`config.mk`:
```
export PLATFORM = sky130hd
export DESIGN_NAME = mips_mem_arbiter_flat
export DESIGN_NICKNAME = d
export VERILOG_FILES = /design/src/rtl/mips_mem_arbiter_if.sv /design/src/rtl/mips_mem_arbiter.sv /design/src/flat_wrapper.sv
export SDC_FILE = /design/constraint.sdc
export NUM_CORES = 1
export LEC_CHECK = 0
export ABC_CLOCK_PERIOD_IN_PS = 1500
export CORE_MARGIN = 1
export CORE_UTILIZATION = 31
export CTS_CLUSTER_DIAMETER = 80
export CTS_CLUSTER_SIZE = 8
export DETAILED_ROUTE_END_ITERATION = 16
export PLACE_DENSITY = 0.77
export SYNTH_ARGS = -nofsm -noshare
export SYNTH_HDL_FRONTEND = slang
export SYNTH_SLANG_ARGS = --single-unit
```
`constraint.sdc`:
```
create_clock -name clk -period 1.5 [get_ports clk]
set_input_delay 0.15 -clock clk [delete_from_list [all_inputs] [get_ports clk]]
set_output_delay 0.15 -clock clk [all_outputs]
set_load 0.02 [all_outputs]
```
`src/rtl/mips_mem_arbiter_if.sv`:
```
// Signal bundle between the arbiter, the Harvard CPU's two memory ports and the single Avalon-style bus.
// The master side is the arbiter itself; the slave side is the CPU plus bus fabric around it.
interface mips_mem_arbiter_if;
  // CPU side
  logic        cpu_active;
  logic [31:0] cpu_instr_address;
  logic [31:0] cpu_instr_readdata;
  logic [31:0] cpu_data_address;
  logic        cpu_data_read;
  logic        cpu_data_write;
  logic [31:0] cpu_data_writedata;
  logic [31:0] cpu_data_readdata;
  logic        cpu_clk_enable;
  // Bus side
  logic [31:0] bus_address;
  logic        bus_read;
  logic        bus_write;
  logic [31:0] bus_writedata;
  logic [3:0]  bus_byteenable;
  logic [31:0] bus_readdata;
  logic        bus_waitrequest;
  logic        bus_error;

  modport master (
    input  cpu_active,
    input  cpu_instr_address,
    output cpu_instr_readdata,
    input  cpu_data_address,
    input  cpu_data_read,
    input  cpu_data_write,
    input  cpu_data_writedata,
    output cpu_data_readdata,
    output cpu_clk_enable,
    output bus_address,
    output bus_read,
    output bus_write,
    output bus_writedata,
    output bus_byteenable,
    input  bus_readdata,
    input  bus_waitrequest,
    output bus_error
  );

  modport slave (
    output cpu_active,
    output cpu_instr_address,
    input  cpu_instr_readdata,
    output cpu_data_address,
    output cpu_data_read,
    output cpu_data_write,
    output cpu_data_writedata,
    input  cpu_data_readdata,
    input  cpu_clk_enable,
    input  bus_address,
    input  bus_read,
    input  bus_write,
    input  bus_writedata,
    input  bus_byteenable,
    output bus_readdata,
    output bus_waitrequest,
    input  bus_error
  );
endinterface

```
`src/rtl/mips_mem_arbiter.sv`:
```
// Serialises the Harvard CPU's instruction fetch and data access onto one Avalon-style bus,
// then strobes the CPU's clk_enable for one cycle so it commits the instruction.
module mips_mem_arbiter #(
  parameter int unsigned TIMEOUT_CYCLES = 256
) (
  input logic               clk,
  input logic               reset,
  mips_mem_arbiter_if.master io
);

  localparam int unsigned CW         = (TIMEOUT_CYCLES > 2) ? $clog2(TIMEOUT_CYCLES) : 1;
  localparam logic        TIMEOUT_EN = (TIMEOUT_CYCLES != 0);
  localparam logic [CW-1:0] WAIT_LAST = CW'(TIMEOUT_CYCLES - 1);

  typedef enum logic [1:0] {
    FETCH,
    DATA,
    EXEC,
    HALT
  } state_t;

  state_t        state_reg, state_next;
  logic [31:0]   instr_reg, instr_next;
  logic [31:0]   load_reg, load_next;
  logic          error_reg, error_next;
  logic [CW-1:0] wait_cnt_reg, wait_cnt_next;

  logic          req_read;
  logic          req_write;
  logic [31:0]   req_address;
  logic [31:0]   req_writedata;
  logic          commit;
  logic          data_write;
  logic          data_read;

  // Store takes priority when the CPU decodes both from a malformed word.
  assign data_write = io.cpu_data_write;
  assign data_read  = io.cpu_data_read & ~io.cpu_data_write;

  always_ff @(posedge clk) begin
    if (reset) begin
      state_reg    <= FETCH;
      instr_reg    <= '0;
      load_reg     <= '0;
      error_reg    <= 1'b0;
      wait_cnt_reg <= '0;
    end else begin
      state_reg    <= state_next;
      instr_reg    <= instr_next;
      load_reg     <= load_next;
      error_reg    <= error_next;
      wait_cnt_reg <= wait_cnt_next;
    end
  end

  always_comb begin
    state_next    = state_reg;
    instr_next    = instr_reg;
    load_next     = load_reg;
    error_next    = error_reg;
    wait_cnt_next = wait_cnt_reg;
    req_read      = 1'b0;
    req_write     = 1'b0;
    req_address   = '0;
    req_writedata = '0;
    commit        = 1'b0;

    unique case (state_reg)
      FETCH: begin
        if (!io.cpu_active) begin
          state_next = HALT;
        end else begin
          req_read    = 1'b1;
          req_address = io.cpu_instr_address;
          if (!io.bus_waitrequest) begin
            instr_next = io.bus_readdata;
            state_next = DATA;
          end
        end
      end
      DATA: begin
        if (data_write) begin
          req_write     = 1'b1;
          req_address   = io.cpu_data_address;
          req_writedata = io.cpu_data_writedata;
          if (!io.bus_waitrequest) state_next = EXEC;
        end else if (data_read) begin
          req_read    = 1'b1;
          req_address = io.cpu_data_address;
          if (!io.bus_waitrequest) begin
            load_next  = io.bus_readdata;
            state_next = EXEC;
          end
        end else begin
          // No memory operand: this cycle doubles as the commit cycle.
          commit     = 1'b1;
          state_next = FETCH;
        end
      end
      EXEC: begin
        commit     = 1'b1;
        state_next = FETCH;
      end
      HALT: begin
        state_next = HALT;
      end
      default: begin
        state_next = FETCH;
      end
    endcase

    if (req_read || req_write) begin
      if (!io.bus_waitrequest) begin
        wait_cnt_next = '0;
      end else if (TIMEOUT_EN) begin
        if (wait_cnt_reg == WAIT_LAST) begin
          error_next    = 1'b1;
          state_next    = HALT;
          wait_cnt_next = '0;
        end else begin
          wait_cnt_next = wait_cnt_reg + 1'b1;
        end
      end
    end

    // Requests and the commit strobe must drop in the very cycle reset is seen.
    if (reset) begin
      req_read      = 1'b0;
      req_write     = 1'b0;
      req_address   = '0;
      req_writedata = '0;
      commit        = 1'b0;
    end
  end

  assign io.bus_read           = req_read;
  assign io.bus_write          = req_write;
  assign io.bus_address        = req_address;
  assign io.bus_writedata      = req_writedata;
  assign io.bus_byteenable     = 4'hF;
  assign io.bus_error          = error_reg;
  assign io.cpu_clk_enable     = commit;
  assign io.cpu_instr_readdata = instr_reg;
  assign io.cpu_data_readdata  = load_reg;

endmodule

```
`src/flat_wrapper.sv`:
```
// flat-port wrapper written by rule: the top's interface ports become plain ports
module mips_mem_arbiter_flat 
#(
  parameter int unsigned TIMEOUT_CYCLES = 256
)
  (clk, reset, io_cpu_active, io_cpu_instr_address, io_cpu_instr_readdata, io_cpu_data_address, io_cpu_data_read, io_cpu_data_write, io_cpu_data_writedata, io_cpu_data_readdata, io_cpu_clk_enable, io_bus_address, io_bus_read, io_bus_write, io_bus_writedata, io_bus_byteenable, io_bus_readdata, io_bus_waitrequest, io_bus_error);
  mips_mem_arbiter_if io_i ();
  input logic clk;
  input logic reset;
  input wire logic [$bits(io_i.cpu_active)-1:0] io_cpu_active;
  input wire logic [$bits(io_i.cpu_instr_address)-1:0] io_cpu_instr_address;
  output wire logic [$bits(io_i.cpu_instr_readdata)-1:0] io_cpu_instr_readdata;
  input wire logic [$bits(io_i.cpu_data_address)-1:0] io_cpu_data_address;
  input wire logic [$bits(io_i.cpu_data_read)-1:0] io_cpu_data_read;
  input wire logic [$bits(io_i.cpu_data_write)-1:0] io_cpu_data_write;
  input wire logic [$bits(io_i.cpu_data_writedata)-1:0] io_cpu_data_writedata;
  output wire logic [$bits(io_i.cpu_data_readdata)-1:0] io_cpu_data_readdata;
  output wire logic [$bits(io_i.cpu_clk_enable)-1:0] io_cpu_clk_enable;
  output wire logic [$bits(io_i.bus_address)-1:0] io_bus_address;
  output wire logic [$bits(io_i.bus_read)-1:0] io_bus_read;
  output wire logic [$bits(io_i.bus_write)-1:0] io_bus_write;
  output wire logic [$bits(io_i.bus_writedata)-1:0] io_bus_writedata;
  output wire logic [$bits(io_i.bus_byteenable)-1:0] io_bus_byteenable;
  input wire logic [$bits(io_i.bus_readdata)-1:0] io_bus_readdata;
  input wire logic [$bits(io_i.bus_waitrequest)-1:0] io_bus_waitrequest;
  output wire logic [$bits(io_i.bus_error)-1:0] io_bus_error;
  assign io_i.cpu_active = io_cpu_active;
  assign io_i.cpu_instr_address = io_cpu_instr_address;
  assign io_cpu_instr_readdata = io_i.cpu_instr_readdata;
  assign io_i.cpu_data_address = io_cpu_data_address;
  assign io_i.cpu_data_read = io_cpu_data_read;
  assign io_i.cpu_data_write = io_cpu_data_write;
  assign io_i.cpu_data_writedata = io_cpu_data_writedata;
  assign io_cpu_data_readdata = io_i.cpu_data_readdata;
  assign io_cpu_clk_enable = io_i.cpu_clk_enable;
  assign io_bus_address = io_i.bus_address;
  assign io_bus_read = io_i.bus_read;
  assign io_bus_write = io_i.bus_write;
  assign io_bus_writedata = io_i.bus_writedata;
  assign io_bus_byteenable = io_i.bus_byteenable;
  assign io_i.bus_readdata = io_bus_readdata;
  assign io_i.bus_waitrequest = io_bus_waitrequest;
  assign io_bus_error = io_i.bus_error;
  mips_mem_arbiter #(.TIMEOUT_CYCLES(TIMEOUT_CYCLES)) u_core (.clk(clk), .reset(reset), .io(io_i));
endmodule
```
== Word-level counts from Yosys, hierarchy flattened ==
Cells that the tools add are included.

* Register bits after elaboration: 75
* Output and inout bits: 136

* Add/subtract/negate cells: 1
* Equal/unequal tests: 4
* Multiplexer cells: 31
* Bitwise operators: 3
* Reduce and logical (&&, ||, !) cells: 5

{| class="wikitable"
|+ Operators with widths
! operator !! count
|-
| $mux 32 || 7
|-
| $pmux 32 s2 || 1
|-
| $mux 2 || 8
|-
| $mux 8 || 2
|-
| $mux 1 || 10
|-
| $add 8x1->8 const B || 1
|-
| $eq 8x8->1 const B || 1
|-
| $pmux 2 s4 || 1
|-
| $reduce_and 3->1 || 2
|-
| $eq 2x2->1 const B || 2
|-
| $pmux 1 s2 || 2
|-
| $reduce_and 4->1 || 1
|-
| $eq 2x1->1 const B || 1
|-
| $logic_not 2->1 || 1
|-
| $not 1->1 || 2
|-
| $and 1x1->1 || 1
|-
| $logic_or 1x1->1 || 1
|}

== Logic depth before layout (Yosys ltp) ==
Gate-level depths: netlist of the first run.

* Depth in word-level cells: 8
* Depth in mapped cells: 8

== Worst setup path before layout of the first run ==
Ideal clock, no wire load.

* Path kind: reg2out
* From: register u_core.state_reg[1]
* To: output port io_bus_address[10]
* Data arrival time: 1.436 ns
* Setup slack: -0.086 ns
* Cell stages (with the launch flop): 8
* Cell sequence: dfxtp_1 inv_1 ha_1 o21a_1 buf_4 buf_4 a22oi_1 nor2_1

* Cells in the longest elaborated chain, start to end: 3

{| class="wikitable"
|+ Ends and longest elaborated chain
! element !! RTL line !! source
|-
| start, declared || mips_mem_arbiter.sv:22 || <nowiki>state_t state_reg, state_next;</nowiki>
|-
| start signal, assigned || mips_mem_arbiter.sv:48 || <nowiki>state_reg <= state_next;</nowiki>
|-
| $eq 2x1->1 / $logic_not 2->1 (equally long branches) || mips_mem_arbiter.sv:68 || <nowiki>unique case (state_reg)</nowiki>
|-
| $pmux 32 s2 * || mips_mem_arbiter.sv:68 ||
|-
| $mux 32 * || mips_mem_arbiter.sv:127 || <nowiki>if (reset) begin</nowiki>
|-
| end, declared || flat_wrapper.sv:19 || <nowiki>output wire logic [$bits(io_i.bus_address)-1:0] io_bus_address;</nowiki>
|}

Every way passes the cells marked *; elsewhere a longest branch is shown, timed or not.

== Worst setup path after layout of the first run ==
* From: register u_core.state_reg[1]
* To: output port io_bus_address[31]

The elaborated chain is that of the path after synthesis.

==> results of run 1 <==
==> cells by family after synthesis <==
kind of cell	after synthesis
compound gates	121
other cells	1
flops	75
buf+inv	46
fa+ha+maj	5
simple gates	236
==> Yosys cell counts <==
cell | count | area (um2)
a21oi_1 | 74 | 370
a22oi_1 | 33 | 248
a311oi_2 | 1 | 15.0
a31oi_1 | 3 | 18.8
and2_1 | 32 | 200
and2_4 | 1 | 8.76
buf_2 | 18 | 90.1
buf_4 | 8 | 60.1
buf_6 | 4 | 45.0
clkbuf_1 | 12 | 45.0
conb_1 | 1 | 3.75
dfxtp_1 | 75 | 1500
ha_1 | 5 | 62.6
inv_1 | 4 | 15.0
nand2_1 | 140 | 526
nand2b_1 | 2 | 12.5
nand3_1 | 5 | 25.0
nand3_2 | 1 | 10.0
nand3b_1 | 5 | 37.5
nand4_1 | 1 | 6.26
nor2_1 | 39 | 146
nor2_2 | 2 | 12.5
nor2_4 | 1 | 11.3
nor2b_1 | 1 | 6.26
nor3_1 | 2 | 10.0
nor3b_1 | 2 | 15.0
o211ai_1 | 1 | 7.51
o21a_1 | 1 | 7.51
o21a_4 | 1 | 15.0
o21ai_0 | 2 | 10.0
o21bai_1 | 1 | 7.51
o221ai_1 | 1 | 8.76
o2bb2ai_1 | 2 | 17.5
o31a_1 | 1 | 8.76
or2_1 | 1 | 6.26
or3_4 | 1 | 11.3
==> final cells by class <==
class,instances,area [um2]
clock buffer,12,256
sequential,75,1510
antenna,3,7.51
tap,140,175
multi-input combinational,367,2840
fill,721,2500
timing repair buffer,330,3690
clock inverter,4,72.6
inverter,4,20.0
==> layout by cell type (no fill, tap or decap), types with 3 or more instances in the layout <==
master / synthesis / layout
a21oi_1: 74 / 22
conb_1: 1 / 4
a22oi_2: 0 / 33
nor2_2: 2 / 21
nand3_1: 5 / 3
nand3_2: 1 / 3
nand3b_1: 5 / 5
nand2_4: 0 / 34
buf_12: 0 / 17
diode_2: 0 / 3
nor2_1: 39 / 6
nand2_2: 0 / 14
and2_4: 1 / 34
nor2_4: 1 / 15
nand2_1: 140 / 92
a31oi_1: 3 / 3
a21oi_2: 0 / 51
dfxtp_1: 75 / 73
buf_16: 0 / 3
dlymetal6s2s_1: 0 / 32
clkdlybuf4s50_1: 0 / 165
buf_4: 8 / 28
buf_6: 4 / 79
clkbuf_16: 0 / 13
==> where the power goes <==
| group | total, mW | internal (mW) | switching [mW] |
|---|---|---|---|
| clock network | 2.36 | 1.54 | 0.816 |
| registers | 2.31 | 2.17 | 0.138 |
| logic | 6.32 | 3.21 | 3.10 |
==> metrics by stage <==
stage          setup WS (ps)  hold WS (ps)  std cells  utilization, %
2_1_floorplan          -8.07           286        487               -
6_report                -497           395        935            77.4
5_1_grt                 -589           419        935            77.4
3_5_place_dp            -598           449        883            60.2
4_1_cts                 -451           389        927            68.7
3_3_place_gp            -588           440        883            60.2
==> worst max-delay path by stage <==
stage	endpoint	slack (ps)	depth (start not counted)
finish	io_bus_address[31]	-500	8
global route	io_bus_address[21]	-590	8
CTS	io_bus_address[9]	-450	9
detailed placement	io_bus_writedata[28]	-600	7
global placement	io_bus_writedata[2]	-590	7
floorplan	io_bus_address[10]	-8	7
==> tightest hold or removal path, cell delays in order <==
cell and delay [ps]:
clkdlybuf4s50_1 420, nand2_1 60, a21oi_1 50
==> layer usage <==
| metal | wire length, um | share of wire (%) | track usage, % | vias up |
|---|---|---|---|---|
| li1 | - | - | - | 2228 |
| met1 | 6430 | 33 | 25.3 | 2337 |
| met2 | 10400 | 53 | 52.3 | 250 |
| met3 | 1680 | 8.7 | 8.65 | 64 |
| met4 | 962 | 4.9 | 12.9 | 0 |
| met5 | 0 | 0 | 0 | - |
==> timing repair <==
item | CTS | global route
cloned | 11 | 5
resized for setup | 431 | 269
buffers inserted | 17 | 8
pin swaps | 12 | 148
endpoints found under the setup margin | 141 | 142
==> out/metrics.cfg, run 1 <==
[hold_path]
min_from=io_bus_readdata[21]
whs_path_depth=3
hold_end=u_core.io.cpu_instr_readdata[21]
hold_path.class=primary input to flip-flop

[synthesis]
synthCells=484
synth_fa_ha_area_share_pct=1.74
synthMuxAreaShare_pct=0
synth_area_per_cell_um2=7.44
synthesis.area_um2=3600
synth_xor_area_share_pct=0
yosysWarnings=0
ys_types=36
synth.yosys.seq_area_share_pct=41.7
synthSimpleGateAreaFrac_pct=29.0
synth_top_family_by_area=simple AND/OR/NAND/NOR gates
ys_seq_elements=75
synth_compound_area_share_pct=20.4

[timing]
fin_skew_ps=2.99
slew_headroom_pct=58.9
worst_slew_pin_slew_ps=616
min_period_ps=2000
rsz0062_at_grt=true
hold_viol=0
setup_viol=139
maxSlewViolCount=0
fin_ws_ps=-497
tns_ps=-35750
max_freq_mhz=501
fin_crit_sh_pct=133

[cts]
clkSlewWorstSetupHoldPaths_ps=60
numClockSinks=75
clock_latency_ps=330
clockRootBuffer=clkbuf_16
cts_buffers=9
cts_tree=done
cts_max_level=3
cts_hold_buf=0
cts_buffer_depth=2

[global_route]
grt_pass1_wl_um=24400
grt.overflow.total=0
grt_pass1_vias=4788
grt_max_degree=42
antenna_found_initial=3
grtUsageTotal_pct=27.0

[drt]
drt_iter0_drc=254
wl_per_cell_um=20.8
routed_via_density=5.22
final_antenna_net_count=0
firstDrtPassIters=4
vias=4879
drc=0
totalWireLength_um=19500

[die]
io_pins=270
dieArea_um2=12100
num_rows=38
die_w_um=110
die_h_um=110
initial_core_util_pct=32.5
core_area_um2=11100

[placement]
dp_hpwl_um=11500
gp_congestion=0.882
io_buffers=265
placed_area_um2=6670

[cells_and_area]
drive_gt1_share_pct=46.8
fin_area_um2=8570
nNetsFinal=926
syn_to_final_growth_pct=138

[power_and_ir_drop]
ir_drop_v=0.00105
power_density_nw_per_um2=1280
total_power_mw=11.0
p_leak_nw=3.65

[worst_setup_path]
reg2regPathDepth=9
slowest_stage=dfxtp_2
crit_family=buffers and inverters
required_ps=1350
crit_arrival_ps=1850
crit_buf_inv=4
crit_chain=inv_4, ha_4, o21a_4, buf_12, buf_12, a22oi_2, nor2_2, buf_6
crit_fanout=10
max_stage_delay_ps=360
rrSetupSlack_ps=-240
r2r_end=u_core.io.cpu_data_readdata[26]
criticalPathCategory=flip-flop to output port
cp_common_cell=buf_12
startpoint=u_core.state_reg[1]
r2r-start=u_core.state_reg[1]
setup.worst_path.end_class=output port
crit_path_start_kind=flip-flop

[status]
violations=negative setup slack
status=complete, but fails checks

[run]
cap_violations=0

Power figures use the tool's default switching activity.
==> run 2, diff against run 1 <==
--- a/config.mk
+++ b/config.mk
@@ -6,6 +6,8 @@
 export NUM_CORES = 1
 export LEC_CHECK = 0
 export ABC_CLOCK_PERIOD_IN_PS = 1500
+export CAP_MARGIN = 20
+export CORE_ASPECT_RATIO = 0.8
 export CORE_MARGIN = 1
 export CORE_UTILIZATION = 31
 export CTS_CLUSTER_DIAMETER = 80
==> run 2 against run 1 <==
The flow still finishes with violations (negative setup slack). Cell area is 6.1% higher. Clock-buffer cell count is 2 lower. Non-clock buffer count up 30. Sequential power hardly changed. Flip-flop and latch count is the same. Fmax up 0.92%. Utilization grew 4.5 points. Via count is 2.6% higher. Register-to-register slack worse by 60 ps. Combinational power is 8.5% higher.
==> out/metrics.cfg, run 2 (synthesis gave the netlist of run 1 again) <==
[status]
status=complete, but fails checks
violations=negative setup slack

[placement]
gp_congestion=0.947  ; +7.3%
io_buffers=265  ; unchanged
placed_area_um2=6630  ; -0.64%
place_ws_ps=-552  ; +46.1 ps
dp_hpwl_um=11300  ; -1.2%

[run]
cap_violations=0  ; unchanged

[cts]
clkSlewWorstSetupHoldPaths_ps=50  ; about the same
clockRootBuffer=clkbuf_16
cts_tree=done
cts_hold_buf=0  ; unchanged
clock_latency_ps=330  ; about the same
numClockSinks=75  ; unchanged
cts_buffers=9  ; unchanged
cts_max_level=3  ; unchanged
cts_buffer_depth=2  ; unchanged

[hold_path]
hold_path.class=primary input to flip-flop
min_from=io_bus_readdata[25]

[timing]
rsz0062_at_grt=true
fin_skew_ps=10.4  ; +7.36 ps
slew_headroom_pct=55.7  ; -3.2 points
fin_ws_ps=-479  ; +18.2 ps
setup_viol=142  ; +2.2%
max_freq_mhz=505  ; +0.92%
hold_slack_ps=411  ; +15.8 ps
tns_ps=-40070  ; -4320 ps
min_period_ps=1980  ; -18.2 ps
worst_slew_pin_slew_ps=664  ; +48.6 ps
maxSlewViolCount=0  ; unchanged
fin_crit_sh_pct=132  ; -1.2 points
hold_viol=0  ; unchanged

[die]
die_h_um=98.4  ; -10%
io_pins=270  ; unchanged
core_area_um2=11100  ; +0.23%
num_rows=34  ; -11%
dieArea_um2=12100  ; about the same
die_w_um=123  ; +12%
initial_core_util_pct=32.4  ; -0.073 points

[cells_and_area]
register_area_um2=1510  ; unchanged
layout_common_cells=clkdlybuf4s50_1, buf_6, nand2_1, dfxtp_1, a21oi_2
syn_to_final_growth_pct=152
drive_gt1_share_pct=52.0  ; +5.1 points
fin_area_um2=9090  ; +6.1%
multiInputGateArea_um2=2980  ; +4.9%
nNetsFinal=955  ; +3.1%
final_common_cell=clkdlybuf4s50_1
fill_cells=620  ; -14%

[power_and_ir_drop]
ir_drop_v=0.000816  ; -22%
p_leak_nw=4.14  ; +14%
power_density_nw_per_um2=1260  ; -1.6%

[worst_setup_path]
r2r-start=u_core.state_reg[0]
setup.worst_path.end_class=output port
crit_fanout=6  ; -4
crit_path_start_kind=flip-flop
criticalPathCategory=flip-flop to output port
slowest_stage=dfxtp_2
max_stage_delay_ps=350  ; about the same
cp_common_cell=buf_6
required_ps=1350  ; about the same
crit_chain=inv_4, ha_4, o21a_4, buf_6, buf_8, buf_4, a22oi_2, nor2_4, buf_6
crit_arrival_ps=1830  ; -20 ps
startpoint=u_core.state_reg[1]

[global_route]
grt_max_degree=44  ; +4.8%
grtUsageTotal_pct=26.8  ; -0.19 points
grt_pass1_wl_um=24700  ; +1.1%
antenna_found_initial=2  ; -1
grt_pass1_vias=4587  ; -4.2%
grt.overflow.total=0  ; unchanged

[drt]
drc=0  ; unchanged
firstDrtPassIters=4  ; unchanged
routed_via_density=5.18  ; -0.67%
wl_per_cell_um=20.8  ; -0.24%
totalWireLength_um=20100  ; +3.1%
vias=5007  ; +2.6%
drt_iter0_drc=185  ; -27%
final_antenna_net_count=0  ; unchanged

## run 2: cell types whose count changed in the layout (fill, tap and decap cells not counted), sizes merged
cell / before / now
clkdlybuf4s50: 165 / 151
diode: 3 / 2
clkinv: 1 / 3
dlymetal6s2s: 32 / 46
clkbuf: 16 / 15
and2: 34 / 33
buf: 129 / 158
clkinvlp: 1 / 0
## run 2: critical path, delay by kind of cell, from the launching register on
kind	cells	cell delay [ps]
buffers and inverters	5	560
adder cells (fa/ha/maj)	1	170
flip-flops	1	350
AND/OR/NAND/NOR	1	60
AO/OA/AOI/OAI	2	350
## run 2: worst paths after layout
check / cells past startpoint / to / slack (ps)
hold reg to reg: 2 / u_core.io.bus_error / 450
hold / removal: 3 / u_core.io.cpu_data_readdata[25] / 410
setup reg to reg: 10 / u_core.state_reg[1] / -300
setup / recovery: 9 / io_bus_address[19] / -480
## run 2: per-stage QoR
step | power [mW] | instances | util (%)
3_5_place_dp | 6.37 | 889 | 59.7
6_report | 11.5 | 966 | 81.9
4_1_cts | 10.1 | 940 | 70.5
2_1_floorplan | 4.44 | 487 | -
3_3_place_gp | 6.26 | 889 | 59.7
5_1_grt | 11.9 | 966 | 81.9
## run 2: metal layers
metal	vias to the layer above	share of wire [%]	GRT usage (%)
met5	-	0	0
met4	0	4.3	9.47
met3	70	7.5	8.56
met2	232	53	48.9
met1	2427	35	28.7
li1	2278	-	-
## run 2: cell type report
class                      instances  share of cell area, %
inverter                           4                  0.220
timing repair buffer             360                   45.0
clock inverter                     5                  0.867
antenna                            2                 0.0550
sequential                        75                   16.6
multi-input combinational        366                   32.8
clock buffer                      10                   2.52
tap                              144                   1.98
## run 2: what timing repair did
| action | CTS | global route |
|---|---|---|
| pin swaps | 15 | 167 |
| endpoints found under the setup margin | 142 | 142 |
| gates resized for setup | 481 | 309 |
| setup buffers | 29 | 24 |
| cloned | 7 | 6 |
## run 2: where the power goes
part           internal (mW)  switching, mW
combinational           3.62           3.24
sequential              2.17          0.167
clock                   1.44          0.819
total                   7.24           4.23
